### src/rtl/ocp_slave_arbiter_pkg.sv
// Shared OCP encodings and types for the slave arbiter.
// The command/response codes mirror the common OCP constant header.
package ocp_slave_arbiter_pkg;

    localparam int ADDR_WIDTH = 32;
    localparam int DATA_WIDTH = 32;
    localparam int BEN_WIDTH  = 4;

    localparam logic [2:0] OCP_CMD_IDLE  = 3'd0;
    localparam logic [2:0] OCP_CMD_WRITE = 3'd1;
    localparam logic [2:0] OCP_CMD_READ  = 3'd2;

    localparam logic [1:0] OCP_RESP_NULL = 2'd0;
    localparam logic [1:0] OCP_RESP_DVA  = 2'd1;
    localparam logic [1:0] OCP_RESP_FAIL = 2'd2;
    localparam logic [1:0] OCP_RESP_ERR  = 2'd3;

    typedef logic [7:0] tmo_cnt_t;

    typedef struct packed {
        logic [2:0]            cmd;
        logic [ADDR_WIDTH-1:0] addr;
        logic [DATA_WIDTH-1:0] data;
        logic [BEN_WIDTH-1:0]  ben;
    } ocp_req_t;

endpackage

### src/rtl/ocp_slave_arbiter_rr_pick.sv
// Combinational round-robin picker: first requester at or after last+1,
// wrapping, returned as a one-hot grant plus a valid flag.
module rr_pick #(
    parameter int N  = 2,
    parameter int LW = 1
) (
    input  logic [N-1:0]  req,
    input  logic [LW-1:0] last,
    output logic [N-1:0]  gnt,
    output logic          vld
);

    always_comb begin
        gnt = '0;
        vld = 1'b0;
        for (int i = 1; i <= N; i++) begin
            for (int k = 0; k < N; k++) begin
                if (!vld && req[k] && (k == (int'(last) + i) % N)) begin
                    gnt[k] = 1'b1;
                    vld    = 1'b1;
                end
            end
        end
    end

endmodule

### src/rtl/ocp_slave_arbiter.sv
// Round-robin sharing of one OCP slave between NMASTERS masters, one
// outstanding transaction at a time, with a response timeout.
module ocp_slave_arbiter
    import ocp_slave_arbiter_pkg::*;
#(
    parameter int NMASTERS = 2,
    parameter int TIMEOUT  = 16
) (
    input  logic                                 clk,
    input  logic                                 rst,
    input  logic [NMASTERS-1:0][ADDR_WIDTH-1:0]  i_MAddr,
    input  logic [NMASTERS-1:0][2:0]             i_MCmd,
    input  logic [NMASTERS-1:0][DATA_WIDTH-1:0]  i_MData,
    input  logic [NMASTERS-1:0][BEN_WIDTH-1:0]   i_MByteEn,
    output logic [NMASTERS-1:0]                  o_SCmdAccept,
    output logic [NMASTERS-1:0][DATA_WIDTH-1:0]  o_SData,
    output logic [NMASTERS-1:0][1:0]             o_SResp,
    output logic [ADDR_WIDTH-1:0]                o_MAddr,
    output logic [2:0]                           o_MCmd,
    output logic [DATA_WIDTH-1:0]                o_MData,
    output logic [BEN_WIDTH-1:0]                 o_MByteEn,
    input  logic                                 i_SCmdAccept,
    input  logic [DATA_WIDTH-1:0]                i_SData,
    input  logic [1:0]                           i_SResp,
    output logic [NMASTERS-1:0]                  o_gnt
);

    localparam int LW = $clog2(NMASTERS);

    localparam logic [1:0] ST_IDLE = 2'd0;
    localparam logic [1:0] ST_CMD  = 2'd1;
    localparam logic [1:0] ST_RESP = 2'd2;

    logic [1:0]          state, state_nxt;
    logic [NMASTERS-1:0] req, pick_gnt;
    logic                pick_vld;
    logic [LW-1:0]       pick_idx, own, last;
    tmo_cnt_t            cnt;
    ocp_req_t            mreq;
    logic                resp_vld, acc, fwd, tmo;

    for (genvar k = 0; k < NMASTERS; k++) begin : g_req
        assign req[k] = (i_MCmd[k] != OCP_CMD_IDLE);
    end

    rr_pick #(.N(NMASTERS), .LW(LW)) u_pick (
        .req  (req),
        .last (last),
        .gnt  (pick_gnt),
        .vld  (pick_vld)
    );

    always_comb begin
        pick_idx = '0;
        for (int k = 0; k < NMASTERS; k++)
            if (pick_gnt[k]) pick_idx = LW'(k);
    end

    always_ff @(posedge clk) begin
        if (rst) state <= ST_IDLE;
        else     state <= state_nxt;
    end

    always_comb begin
        state_nxt = state;
        case (state)
            ST_IDLE: if (pick_vld) state_nxt = ST_CMD;
            ST_CMD:  if (acc) state_nxt = resp_vld ? ST_IDLE : ST_RESP;
            ST_RESP: if (resp_vld || tmo) state_nxt = ST_IDLE;
            default: state_nxt = ST_IDLE;
        endcase
    end

    // The counter only ever sits at 1 in the final wait cycle, so ERR lands
    // exactly TIMEOUT cycles after the accept cycle.
    always_comb begin
        resp_vld = (i_SResp != OCP_RESP_NULL);
        acc      = (state == ST_CMD) && i_SCmdAccept;
        fwd      = resp_vld && (acc || (state == ST_RESP));
        tmo      = (state == ST_RESP) && !resp_vld && (cnt <= 8'd1);
    end

    always_ff @(posedge clk) begin
        if (rst) begin
            mreq  <= '0;
            o_gnt <= '0;
            own   <= '0;
            last  <= LW'(NMASTERS - 1);
            cnt   <= '0;
        end else begin
            case (state)
                ST_IDLE: if (pick_vld) begin
                    mreq  <= '{cmd:  i_MCmd[pick_idx],    addr: i_MAddr[pick_idx],
                               data: i_MData[pick_idx],   ben:  i_MByteEn[pick_idx]};
                    o_gnt <= pick_gnt;
                    own   <= pick_idx;
                end
                ST_CMD: if (i_SCmdAccept) begin
                    mreq.cmd <= OCP_CMD_IDLE;
                    cnt      <= tmo_cnt_t'(TIMEOUT);
                    if (resp_vld) begin
                        last  <= own;
                        o_gnt <= '0;
                    end
                end
                ST_RESP: begin
                    if (cnt != '0) cnt <= cnt - 8'd1;
                    if (resp_vld || tmo) begin
                        last  <= own;
                        o_gnt <= '0;
                    end
                end
                default: ;
            endcase
        end
    end

    assign o_MAddr   = mreq.addr;
    assign o_MCmd    = mreq.cmd;
    assign o_MData   = mreq.data;
    assign o_MByteEn = mreq.ben;

    // Reset forces every master-facing response quiet, dropping late slave replies.
    for (genvar k = 0; k < NMASTERS; k++) begin : g_route
        logic sel;
        assign sel             = !rst && o_gnt[k];
        assign o_SCmdAccept[k] = sel && acc;
        assign o_SResp[k]      = !sel ? OCP_RESP_NULL :
                                 fwd  ? i_SResp       :
                                 tmo  ? OCP_RESP_ERR  : OCP_RESP_NULL;
        assign o_SData[k]      = (sel && fwd) ? i_SData : '0;
    end

endmodule

### config.mk
export PLATFORM = sky130hd
export DESIGN_NAME = ocp_slave_arbiter
export DESIGN_NICKNAME = d
export VERILOG_FILES = /design/src/rtl/ocp_slave_arbiter_pkg.sv /design/src/rtl/ocp_slave_arbiter_rr_pick.sv /design/src/rtl/ocp_slave_arbiter.sv
export SDC_FILE = /design/constraint.sdc
export NUM_CORES = 1
export LEC_CHECK = 0
export ABC_AREA = 0
export BUFFER_PORTS_ARGS = -buffer_cell sky130_fd_sc_hd__buf_4
export CAP_MARGIN = 20
export CORE_AREA = 5 5 123 125
export DETAILED_ROUTE_END_ITERATION = 7
export DIE_AREA = 0 0 128 130
export PLACE_DENSITY_LB_ADDON = 0.25
export SKIP_LAST_GASP = 1
export SYNTH_ARGS = -nofsm -noshare
export SYNTH_HDL_FRONTEND = slang
export SYNTH_SLANG_ARGS = --single-unit
### constraint.sdc
create_clock -name clk -period 2.44 [get_ports clk]
set_clock_uncertainty 0.05 [all_clocks]
set_input_delay 0.244 -clock clk [delete_from_list [all_inputs] [get_ports clk]]
set_output_delay 0.244 -clock clk [all_outputs]
set_load 0.005 [all_outputs]
# == After elaboration in Yosys (flattened, before gate mapping) ==
# Index checks and enable logic that the tools add are counted.
# totals
reg_bits,85
# classes
addsub,3
magnitude_cmp,2
eq_ne,10
mux,41
n_bitwise,2
reduce_logical,40
# op_table
op,n
$mux 32,6
$mux 71,1
$logic_not 32->1,2
$mux 2,11
$logic_and 1x1->1,17
$mux 8,2
$pmux 8 s2,1
$pmux 2 s3,2
$mux 1,11
$ne 2x2->1 const B,5
$mux 3,3
$reduce_and 3->1,3
$reduce_bool 3->1,3
$le 8x1->1 const B,1
$mux 4,2
$reduce_bool 8->1,1
$sub 8x1->8 const B,1
$pmux 3 s2,1
$reduce_bool 2->1,3
$logic_not 1->1,5
$reduce_and 5->1,1
$eq 2x2->1 const A,2
$reduce_and 4->1,1
$add 1x1->1 const B,2
other kinds (9),11

# == Depth between registers and ports, before layout ==
# depth
depth_word,22
ltp_mapped,8
ltp_nobuf,6

# == Hierarchy ==
# A second synthesis with hierarchy kept.
# hier_totals
cells_unflattened,517
hier_area_um2,4504.3
# by_module_without_submodules
module,instances,cells_each,area_each_um2
ocp_slave_arbiter,1,513,4479.3
rr_pick,1,4,25.0

# == Worst setup path after synthesis ==
# Ideal clock, no wire load.
# synth_path
kind,reg-to-output
from,register state[0]
to,output o_SData[10] (netlist name)
arrival_time_ns,1.587
required_time_ns,2.146
slack_ns,0.559
stages_incl_launch_ff,9
path_buffers,2
cell_sequence,dfxtp_1 inv_1 ha_1 buf_2 a21oi_1 or2_2 nor2_1 clkbuf_1 and2_1
# synth_rtl
element,line_no,source
from (decl),ocp_slave_arbiter.sv:34,"logic [1:0] state, state_nxt;"
from (signal assigned),ocp_slave_arbiter.sv:61,else state <= state_nxt;
to (decl),ocp_slave_arbiter.sv:16,"output logic [NMASTERS-1:0][DATA_WIDTH-1:0] o_SData,"

==> results.toml <==
[run_status]
status = "completed"

[final_layout]
stdcell_area_um2 = 7431
finalNonFillerCells = 1074
syn_to_final_growth_pct = 64.06
final_net_count = 1076
fin_util_pct = 53.95
drive_above_1_share_pct = 40.94
num_antenna_cells = 0

[yosys]
ys_seq_area_share_pct = 37.57
syn-num-nets = 780
synthFlopType = "dfxtp_1"
ys.warnings.count = 0
postSynth.asyncResetShare_pct = 0
synth.avg_cell_area_um2 = 7.625
synthesis.area_um2 = 4529
synth_seq_cells = 85
synth-edff-count = 0
synthCells = 594
synth_cell_type_count = 50

[timing]
worst_pin_slew_ns = 0.5208
hold_viol = 0
max_freq_mhz = 435.5
slew_viol_final = 0
whs_ns = 0.1025
setup_violations = 0
finalSetupTns_ns = 0
final.min_clock_period_ns = 2.296
min_period_over_period_pct = 94.10
grt_setup_unrepaired = "no"
max_slew_margin_pct = 65.28

[global_route]
first_global_vias = 5108
grt_max_degree = 64
track_usage_pct = 20.03
antenna_found_initial = 0
grt_most_used_layer = "met2"
grt_pass1_wl_um = 26690
use_met3_pct = 8.064
met2_usage_pct = 36.14
grt-ovfl-total = 0
met1_usage_pct = 21.45

[worst_setup_path]
path_class = "reg2out"
arrival_ns = 2.00
crit_path_end_kind = "output port"
cp-start-kind = "flip-flop"
cp_max_fo = 32
cp.required_ns = 2.15

[floorplanning]
initial_utilization_pct = 32.89
placementRows = 43
dieArea_um2 = 16640
coreArea_um2 = 13770
io_pins = 322
chipWidth_um = 128
die-height_um = 130

[drt]
wl_per_cell_um = 16.62
postRouteWirelength_um = 17850
via_per_inst = 4.930
vias = 5295
remaining_drc_errors = 0
drt_iter0_markers = 207
firstDrtPassIters = 4
antenna_left = 0

[power]
p_leak_nw = 3.611
power_density_nw_per_um2 = 628.0
irDropWorstVdd_mv = 0.3764

[clock_tree]
clockBufferDepth = 2
postCtsSetupRepairBufs = 0
path_clk_slew_ns = 0.07
cts_buffers = 9
cts_resized = 0
ctsHoldBuffers = 0
clk_latency_ns = 0.33
cts-root-buf = "clkbuf_16"
htreeDepth = 3
cts_tree = "yes"
numClockSinks = 85

[placement]
dp.cells = 1059
gp_congestion = 0.8150
io_buffer_count = 321
dpl.hpwl_um = 13570
placed_cell_area_um2 = 7112

[hold_path]
hold_class = "in2reg"

[flow_run]
maxCapViolations = 0
==> cell type report <==
type                    count  area [µm²]
inverters                   6       22.52
well taps                 180       225.2
fillers                  1419        6342
clock buffers              11       232.7
flip-flops and latches     85        1702
multi-input cells         453        2623
clock inverters             4       73.82
repair buffers            335        2552
==> registers in the layout, summed over array words and instances (netlist names) <==
| signal | flops |
|---|---|
| o_MAddr | 32 |
| o_MData | 32 |
| cnt | 8 |
| o_MByteEn | 4 |
| o_MCmd | 3 |
| o_gnt | 2 |
| state | 2 |
| last | 1 |
| own | 1 |
==> worst paths after layout <==
kind                                   from  slack (ns)  depth (start not counted)          end
worst max-delay path               state[0]        0.14                          8   o_SData[7]
worst min-delay path            i_MAddr[17]        0.10                          3  o_MAddr[17]
worst max register to register       cnt[5]        0.48                          4     o_gnt[1]
worst min register to register    o_MCmd[1]        0.40                          2    o_MCmd[1]
==> cell families after synthesis <==
logic type      share of synthesized area (%)
xor+xnor                               0.1934
fa+ha+maj                               1.934
compound gates                          25.44
buf+inv                                 5.414
simple gates                            28.07
mux                                     1.381
flops                                   37.57
==> worst max-delay path: stages (launching register included) <==
cell,delay [ns]
dfxtp_1,0.33
inv_1,0.11
ha_1,0.24
a21oi_1,0.05
or2_2,0.28
nor2_1,0.10
buf_4,0.26
and2_1,0.17
buf_4,0.11
==> per-layer routing <==
| layer | routed length [µm] | vias up |
|---|---|---|
| met1 | 6456 | 2398 |
| li1 | - | 2654 |
| met4 | 348 | 0 |
| met3 | 2045 | 21 |
| met5 | 0 | - |
| met2 | 8995 | 222 |
==> synthesized netlist by cell type (6+ instances only) <==
cell / n / area share, %
a21oi_1: 77 / 8.5
a211oi_1: 68 / 11
nor2_1: 85 / 7.0
and2_1: 64 / 8.8
inv_1: 6 / 0.50
dfxtp_1: 85 / 38
buf_4: 6 / 0.99
ha_1: 7 / 1.9
clkbuf_1: 33 / 2.7
buf_2: 10 / 1.1
nor4_1: 6 / 0.83
nand2_1: 76 / 6.3
==> cell usage in the layout, fill, tap and decap left out, drive strengths merged, types with 2 or more instances in the layout <==
cell type / netlist / routed
buf: 17 / 335
o311ai: 2 / 2
o21ai: 7 / 7
inv: 6 / 6
o31a: 2 / 2
a21oi: 78 / 78
nand2b: 3 / 3
clkinv: 0 / 2
clkbuf: 33 / 11
and3: 2 / 2
nor3: 6 / 6
nand4: 2 / 2
or4: 6 / 6
nor2: 85 / 85
bufinv: 0 / 2
or2: 2 / 2
dfxtp: 85 / 85
a211oi: 68 / 68
and2: 64 / 64
or3: 6 / 6
mux2i: 4 / 4
nor2b: 2 / 2
nor4: 6 / 6
mux2: 2 / 2
o21a: 2 / 2
o22ai: 2 / 2
o31ai: 3 / 3
o211ai: 3 / 3
nand2: 76 / 76
ha: 7 / 7
==> through the flow <==
stage | setup WS (ns) | power (W)
finish | 0.1440 | 0.004667
detailed placement | 0.4584 | 0.003263
global route | 0.002957 | 0.004940
global placement | 0.4596 | 0.003254
floorplan | 0.5593 | 0.002496
CTS | 0.09123 | 0.004722
==> report_power, final <==
group,internal [W],total (W),switching (W)
sequential,0.00160,0.00171,0.000118
combinational,0.000750,0.00151,0.000756
clock,0.000893,0.00145,0.000554
(Power assumes the default switching activity.)
